--- src/rtl/rf_writeback.sv ---
// Register-file writeback queue: merges ALU results (priority, no backpressure) and
// load results into one FIFO that drains into a single register-file write port.
module rf_writeback #(
   parameter int pw    = 3,
   parameter int DEPTH = 4
) (
   input  logic              clk,
   input  logic              reset,
   input  logic              alu_valid,
   input  logic [pw-1:0]     alu_addr,
   input  logic [7:0]        alu_dat,
   input  logic              zeroIn,
   input  logic              ngtvIn,
   input  logic              scryIn,
   input  logic              ld_valid,
   output logic              ld_ready,
   input  logic [pw-1:0]     ld_addr,
   input  logic [7:0]        ld_dat,
   input  logic              wr_stall,
   output logic              wr_en,
   output logic [pw-1:0]     wr_addr,
   output logic [7:0]        dat_out,
   output logic              zeroOut,
   output logic              ngtvOut,
   output logic              scryOut,
   output logic [2**pw-1:0]  pend,
   output logic              full,
   output logic              empty,
   output logic              ovf_err
);

   localparam int AW   = $clog2(DEPTH);
   localparam int NREG = 2**pw;

   typedef struct packed {
      logic [pw-1:0] addr;
      logic [7:0]    dat;
      logic [2:0]    flg;     // {zero, negative, carry}
      logic          is_alu;
   } entry_t;

   entry_t           mem_q [DEPTH];
   logic [AW-1:0]    rd_ptr_q, rd_ptr_d;
   logic [AW-1:0]    wr_ptr_q, wr_ptr_d;
   logic [AW:0]      count_q, count_d;
   logic             wr_en_q, wr_en_d;
   logic [pw-1:0]    wr_addr_q, wr_addr_d;
   logic [7:0]       dat_out_q, dat_out_d;
   logic [2:0]       flg_q, flg_d;
   logic [2:0]       shd_q, shd_d;
   logic             ovf_q, ovf_d;

   logic             pop, push, push_alu, push_ld, full_eff;
   entry_t           head, push_entry;
   logic [DEPTH-1:0] occ;

   assign full  = (count_q == (AW+1)'(DEPTH));
   assign empty = (count_q == '0);
   assign pop   = !empty && !wr_stall;

   // A pop in the same cycle frees a slot, so the queue only blocks when not draining.
   assign full_eff = full && !pop;
   assign ld_ready = !alu_valid && !full_eff;
   assign push_alu = alu_valid && !full_eff;
   assign push_ld  = ld_valid && ld_ready;
   assign push     = push_alu || push_ld;
   assign head     = mem_q[rd_ptr_q];

   always_comb begin
      push_entry = '0;
      if (alu_valid) begin
         push_entry.addr   = alu_addr;
         push_entry.dat    = alu_dat;
         push_entry.flg    = {zeroIn, ngtvIn, scryIn};
         push_entry.is_alu = 1'b1;
      end else begin
         push_entry.addr   = ld_addr;
         push_entry.dat    = ld_dat;
      end
   end

   // Storage carries no reset: occupancy is defined purely by the pointers and count.
   always_ff @(posedge clk) begin
      if (push) mem_q[wr_ptr_q] <= push_entry;
   end

   always_comb begin
      rd_ptr_d  = rd_ptr_q;
      wr_ptr_d  = wr_ptr_q;
      count_d   = count_q;
      wr_en_d   = pop;
      wr_addr_d = wr_addr_q;
      dat_out_d = dat_out_q;
      flg_d     = flg_q;
      shd_d     = shd_q;
      ovf_d     = ovf_q | (alu_valid && full_eff);

      if (pop) rd_ptr_d = rd_ptr_q + AW'(1);
      if (push) wr_ptr_d = wr_ptr_q + AW'(1);
      case ({push, pop})
         2'b10:   count_d = count_q + (AW+1)'(1);
         2'b01:   count_d = count_q - (AW+1)'(1);
         default: count_d = count_q;
      endcase

      if (pop) begin
         wr_addr_d = head.addr;
         dat_out_d = head.dat;
         if (head.is_alu) begin
            flg_d = head.flg;
            shd_d = head.flg;
         end else begin
            flg_d = shd_q;
         end
      end
   end

   always_ff @(posedge clk or negedge reset) begin
      if (!reset) begin
         rd_ptr_q  <= '0;
         wr_ptr_q  <= '0;
         count_q   <= '0;
         wr_en_q   <= 1'b0;
         wr_addr_q <= '0;
         dat_out_q <= '0;
         flg_q     <= '0;
         shd_q     <= '0;
         ovf_q     <= 1'b0;
      end else begin
         rd_ptr_q  <= rd_ptr_d;
         wr_ptr_q  <= wr_ptr_d;
         count_q   <= count_d;
         wr_en_q   <= wr_en_d;
         wr_addr_q <= wr_addr_d;
         dat_out_q <= dat_out_d;
         flg_q     <= flg_d;
         shd_q     <= shd_d;
         ovf_q     <= ovf_d;
      end
   end

   // Slot gi is occupied when its distance from the head is below the count.
   genvar gi;
   generate
      for (gi = 0; gi < DEPTH; gi++) begin : g_occ
         logic [AW-1:0] offs;
         assign offs    = AW'(gi) - rd_ptr_q;
         assign occ[gi] = ({1'b0, offs} < count_q);
      end
   endgenerate

   always_comb begin
      pend = '0;
      for (int i = 0; i < DEPTH; i++) begin
         if (occ[i]) pend[mem_q[i].addr] = 1'b1;
      end
   end

   assign wr_en   = wr_en_q;
   assign wr_addr = wr_addr_q;
   assign dat_out = dat_out_q;
   assign zeroOut = flg_q[2];
   assign ngtvOut = flg_q[1];
   assign scryOut = flg_q[0];
   assign ovf_err = ovf_q;

   logic unused_nreg;
   assign unused_nreg = (NREG == 0);

endmodule

--- config.mk ---
export PLATFORM = sky130hd
export DESIGN_NAME = rf_writeback
export DESIGN_NICKNAME = d
export VERILOG_FILES = /design/src/rtl/rf_writeback.sv
export SDC_FILE = /design/constraint.sdc
export NUM_CORES = 1
export LEC_CHECK = 0
export CORE_ASPECT_RATIO = 1.1
export CORE_MARGIN = 4
export CORE_UTILIZATION = 30
export CTS_CLUSTER_DIAMETER = 50
export CTS_CLUSTER_SIZE = 10
export DETAILED_ROUTE_END_ITERATION = 12
export PLACE_DENSITY_LB_ADDON = 0.25
export SETUP_SLACK_MARGIN = 0.02
export SYNTH_ARGS = -nofsm -noshare
export SYNTH_HDL_FRONTEND = slang
export SYNTH_SLANG_ARGS = --single-unit
--- constraint.sdc ---
create_clock -name clk -period 2.8 [get_ports clk]
set_clock_uncertainty 0.15 [all_clocks]
set_input_delay 0.42 -clock clk [delete_from_list [all_inputs] [get_ports clk]]
set_output_delay 0.42 -clock clk [all_outputs]
set_load 0.1 [all_outputs]
==> reports/qor.csv, run 1 <==
stage;metric;value;unit
setup_path;arrival;2190;ps
synth;yosys.area_share.simple;0.0715;
timing;worstMarginPinSlew;430;ps
timing;relSlewSlack;0.713;
cts;htreeDepth;3;
synth;synth_compound_area_frac;0.0640;
synth;synth-xor-area-share;0.0161;
setup_path;critical_path_class;reg2out;
cts;cts_made_buffers;9;
final_layout;regArea;2380;um2
final_layout;drive_gt1_frac;0.443;
route;drt_iter0_drc;87;
synth;synth_common_cells;60 x edfxtp_1, 26 x mux2_2, 23 x dfrtp_1;
floorplan;core_area;12200;um2
cts;cts_hold_repair.buffers;0;
final_layout;final_nets;351;
setup_path;start_kind;flop;
synth;synth_nets;277;
synth;synth_area;3810;um2
synth;synthMuxAreaShare;0.165;
placement;dp.cells;451;
cts;clk_pin_slew;60;ps
timing;maxSlewViolCount;0;
placement;port_buffers;56;
placement;pre_cts_ws;211;ps
placement;routabilityCongestion;0.848;
cts;cts.sinks;83;
floorplan;num_io_pins;57;
grt;grt-ovfl-total;0;
grt;grt_max_degree;24;
cts;insertion_delay;330;ps
route;routed_via_density;4.88;
final_layout;multi_input_area;1640;um2
floorplan;fp-row-count;42;
synth;synth_top_family_by_area;multiplexers;
synth;synth_flop_cell;edfxtp_1;
route;routedWlPerCell;17.5;um
synth;ys_warn_count;0;
setup_path;worstPathCellList;buf_4 > inv_1 > ha_1 > a21boi_0 > o21bai_2 > nand2_2 > o221ai_4 > buf_12;
timing;period_share;0.985;
synth;async_flop_share;0.277;
synth;synthCells;237;
timing;whs;306;ps
timing;finalWorstSetupSlack;42.9;ps
floorplan;start_util;0.311;
route;ant_nets;0;
setup_path;worstPathRequired;2230;ps
synth;synth_edf_count;60;
cts;cts_max_path_buffers;2;
synth;yosysSeqAreaShare;0.623;
grt;grt_pass1_vias;2460;
route;drt_first_pass_iters;4;
synth;synth_fa_ha_area_frac;0.0348;
route;drcViolationCount;0;
route;vias;2293;
placement;dp_hpwl;5790;um
route;finalWirelength;8210;um
final_layout;area_growth;39.7;%
setup_path;max_stage_delay;390;ps
setup_path;crit_path_end_kind;output port;
timing;fmax;0.363;GHz
floorplan;die-area;14600;um2
grt;grt_first_pass_wirelength;13200;um
final_layout;fin_cells;470;
grt;antenna_found_initial;0;
status;outcome;finished, final reports clean;
synth;synth_top_area_share;0.472;
synth;synth.most_common_cell;edfxtp_1;
cts;cts_tree;built;
setup_path;crit_slowest_cell;dfrtp_1;
final_layout;nFillCells;1120;
final_layout;diodes;0;
grt;grt_use_total;0.121;
timing;fin_crit;2760;ps
timing;hold_violations;0;
synth;yosys.area.top_type;edfxtp_1;
floorplan;die_w;116;um
synth;ys_seq_elements;83;
run;cap_violations;0;
synth;synth_area_leaders;edfxtp_1 47%, dfrtp_1 15%, mux4_2 8.9%;
setup_path;rrSetupSlack;420;ps
cts;clock-root-buffer;clkbuf_16;
min_path;hp-class;in2async;
synth;yosysUniqueCellTypes;40;
timing;rsz0062_at_grt;yes;
setup_path;path_max_fanout;4;
synth;avgSynthCellArea;16.1;um2
timing;finalSetupTns;0;ps
floorplan;die_height;126;um
timing;setup_viol;0;
layer usage:
layer  up-vias  global-route usage  routed length (um)
met3        13              0.0240                 293
met5         -                   0                   0
met1      1180               0.146                3520
li1       1059                   -                   -
met2        41               0.209                4220
met4         0              0.0518                 172
final timing paths:
check                        endpoint   startpoint  cells past startpoint
setup / recovery              pend[3]  rd_ptr_q[1]                      8
hold / removal                  wr_en        reset                      2
setup reg to reg           count_q[2]   count_q[2]                     10
hold reg to reg               ovf_err      ovf_err                      1
max in group asynchronous    shd_q[2]        reset                      2
min in group clk              ovf_err      ovf_err                      1
through the flow:
step           area [um2]  utilization
2_1_floorplan        3990            -
3_5_place_dp         4840        0.396
4_1_cts              5260        0.430
6_report             5330        0.435
3_3_place_gp         4840        0.396
5_1_grt              5330        0.435
kinds of logic (layout without fill, tap and decap cells):
kind of cell               Yosys count  after routing
AOI/OAI and AO/OA                   31             31
xor gates and xnor gates             7              7
adders and majority gates           10             10
buffers and inverters               18             97
DFF                                 83             83
muxes                               41             41
and+or+nand+nor                     47             47
layout make-up:
cell class / instances / area share
flip-flops and latches: 83 / 0.446
multi-input cells: 136 / 0.308
repair buffers: 72 / 0.142
clock buffers: 11 / 0.0456
well taps: 154 / 0.0362
clock inverters: 5 / 0.0162
inverters: 9 / 0.00634
worst max-delay path, delay by kind of cell, from the launching register on:
| family | cells | cell delay, ps |
|---|---|---|
| buffers and inverters | 3 | 390 |
| adders and majority gates | 1 | 240 |
| and+or+nand+nor | 1 | 190 |
| DFF | 1 | 390 |
| AOI/OAI and AO/OA | 3 | 640 |
state kept, by name (all words and copies together), names as in the netlist:
name,cells
mem_q,60
dat_out,8
count_q,3
shd_q,3
wr_addr,3
rd_ptr_q,2
wr_ptr_q,2
ovf_err,1
wr_en,1
cell usage in the layout (no fill, tap or decap), types with 3 or more instances in the layout:
cell and n:
nand2_1 8, ha_1 8, nor2b_1 4, clkinv_4 3, buf_12 11, nand2b_1 7, nor2_1 6, mux2_2 26
a2bb2oi_2 3, o221ai_4 8, clkbuf_16 9, clkdlybuf4s50_1 29, dfrtp_1 23, and2_1 8, edfxtp_1 60, xnor2_1 3
xor2_1 4, buf_4 31, mux4_2 15, inv_1 7
timing repair:
action,in CTS,in global routing
gates resized for setup,16,11
endpoints found under the setup margin,8,8
buffers inserted,3,0
pin swaps,5,2
Power of run 1 is left out: the tool's default activity adds up to more than one toggle a clock period on the data nets, which glitch-free logic cannot reach.
==> run 2: changes to the inputs <==
--- a/config.mk
+++ b/config.mk
@@ -11,6 +11,7 @@
 export CTS_CLUSTER_DIAMETER = 50
 export CTS_CLUSTER_SIZE = 10
 export DETAILED_ROUTE_END_ITERATION = 12
+export GPL_TIMING_DRIVEN = 1
 export PLACE_DENSITY_LB_ADDON = 0.25
 export SETUP_SLACK_MARGIN = 0.02
 export SYNTH_ARGS = -nofsm -noshare
==> results of run 2 <==
Final layout, timing and power as in run 1 (identical DEF).
Power of run 2 is left out for the same reason.
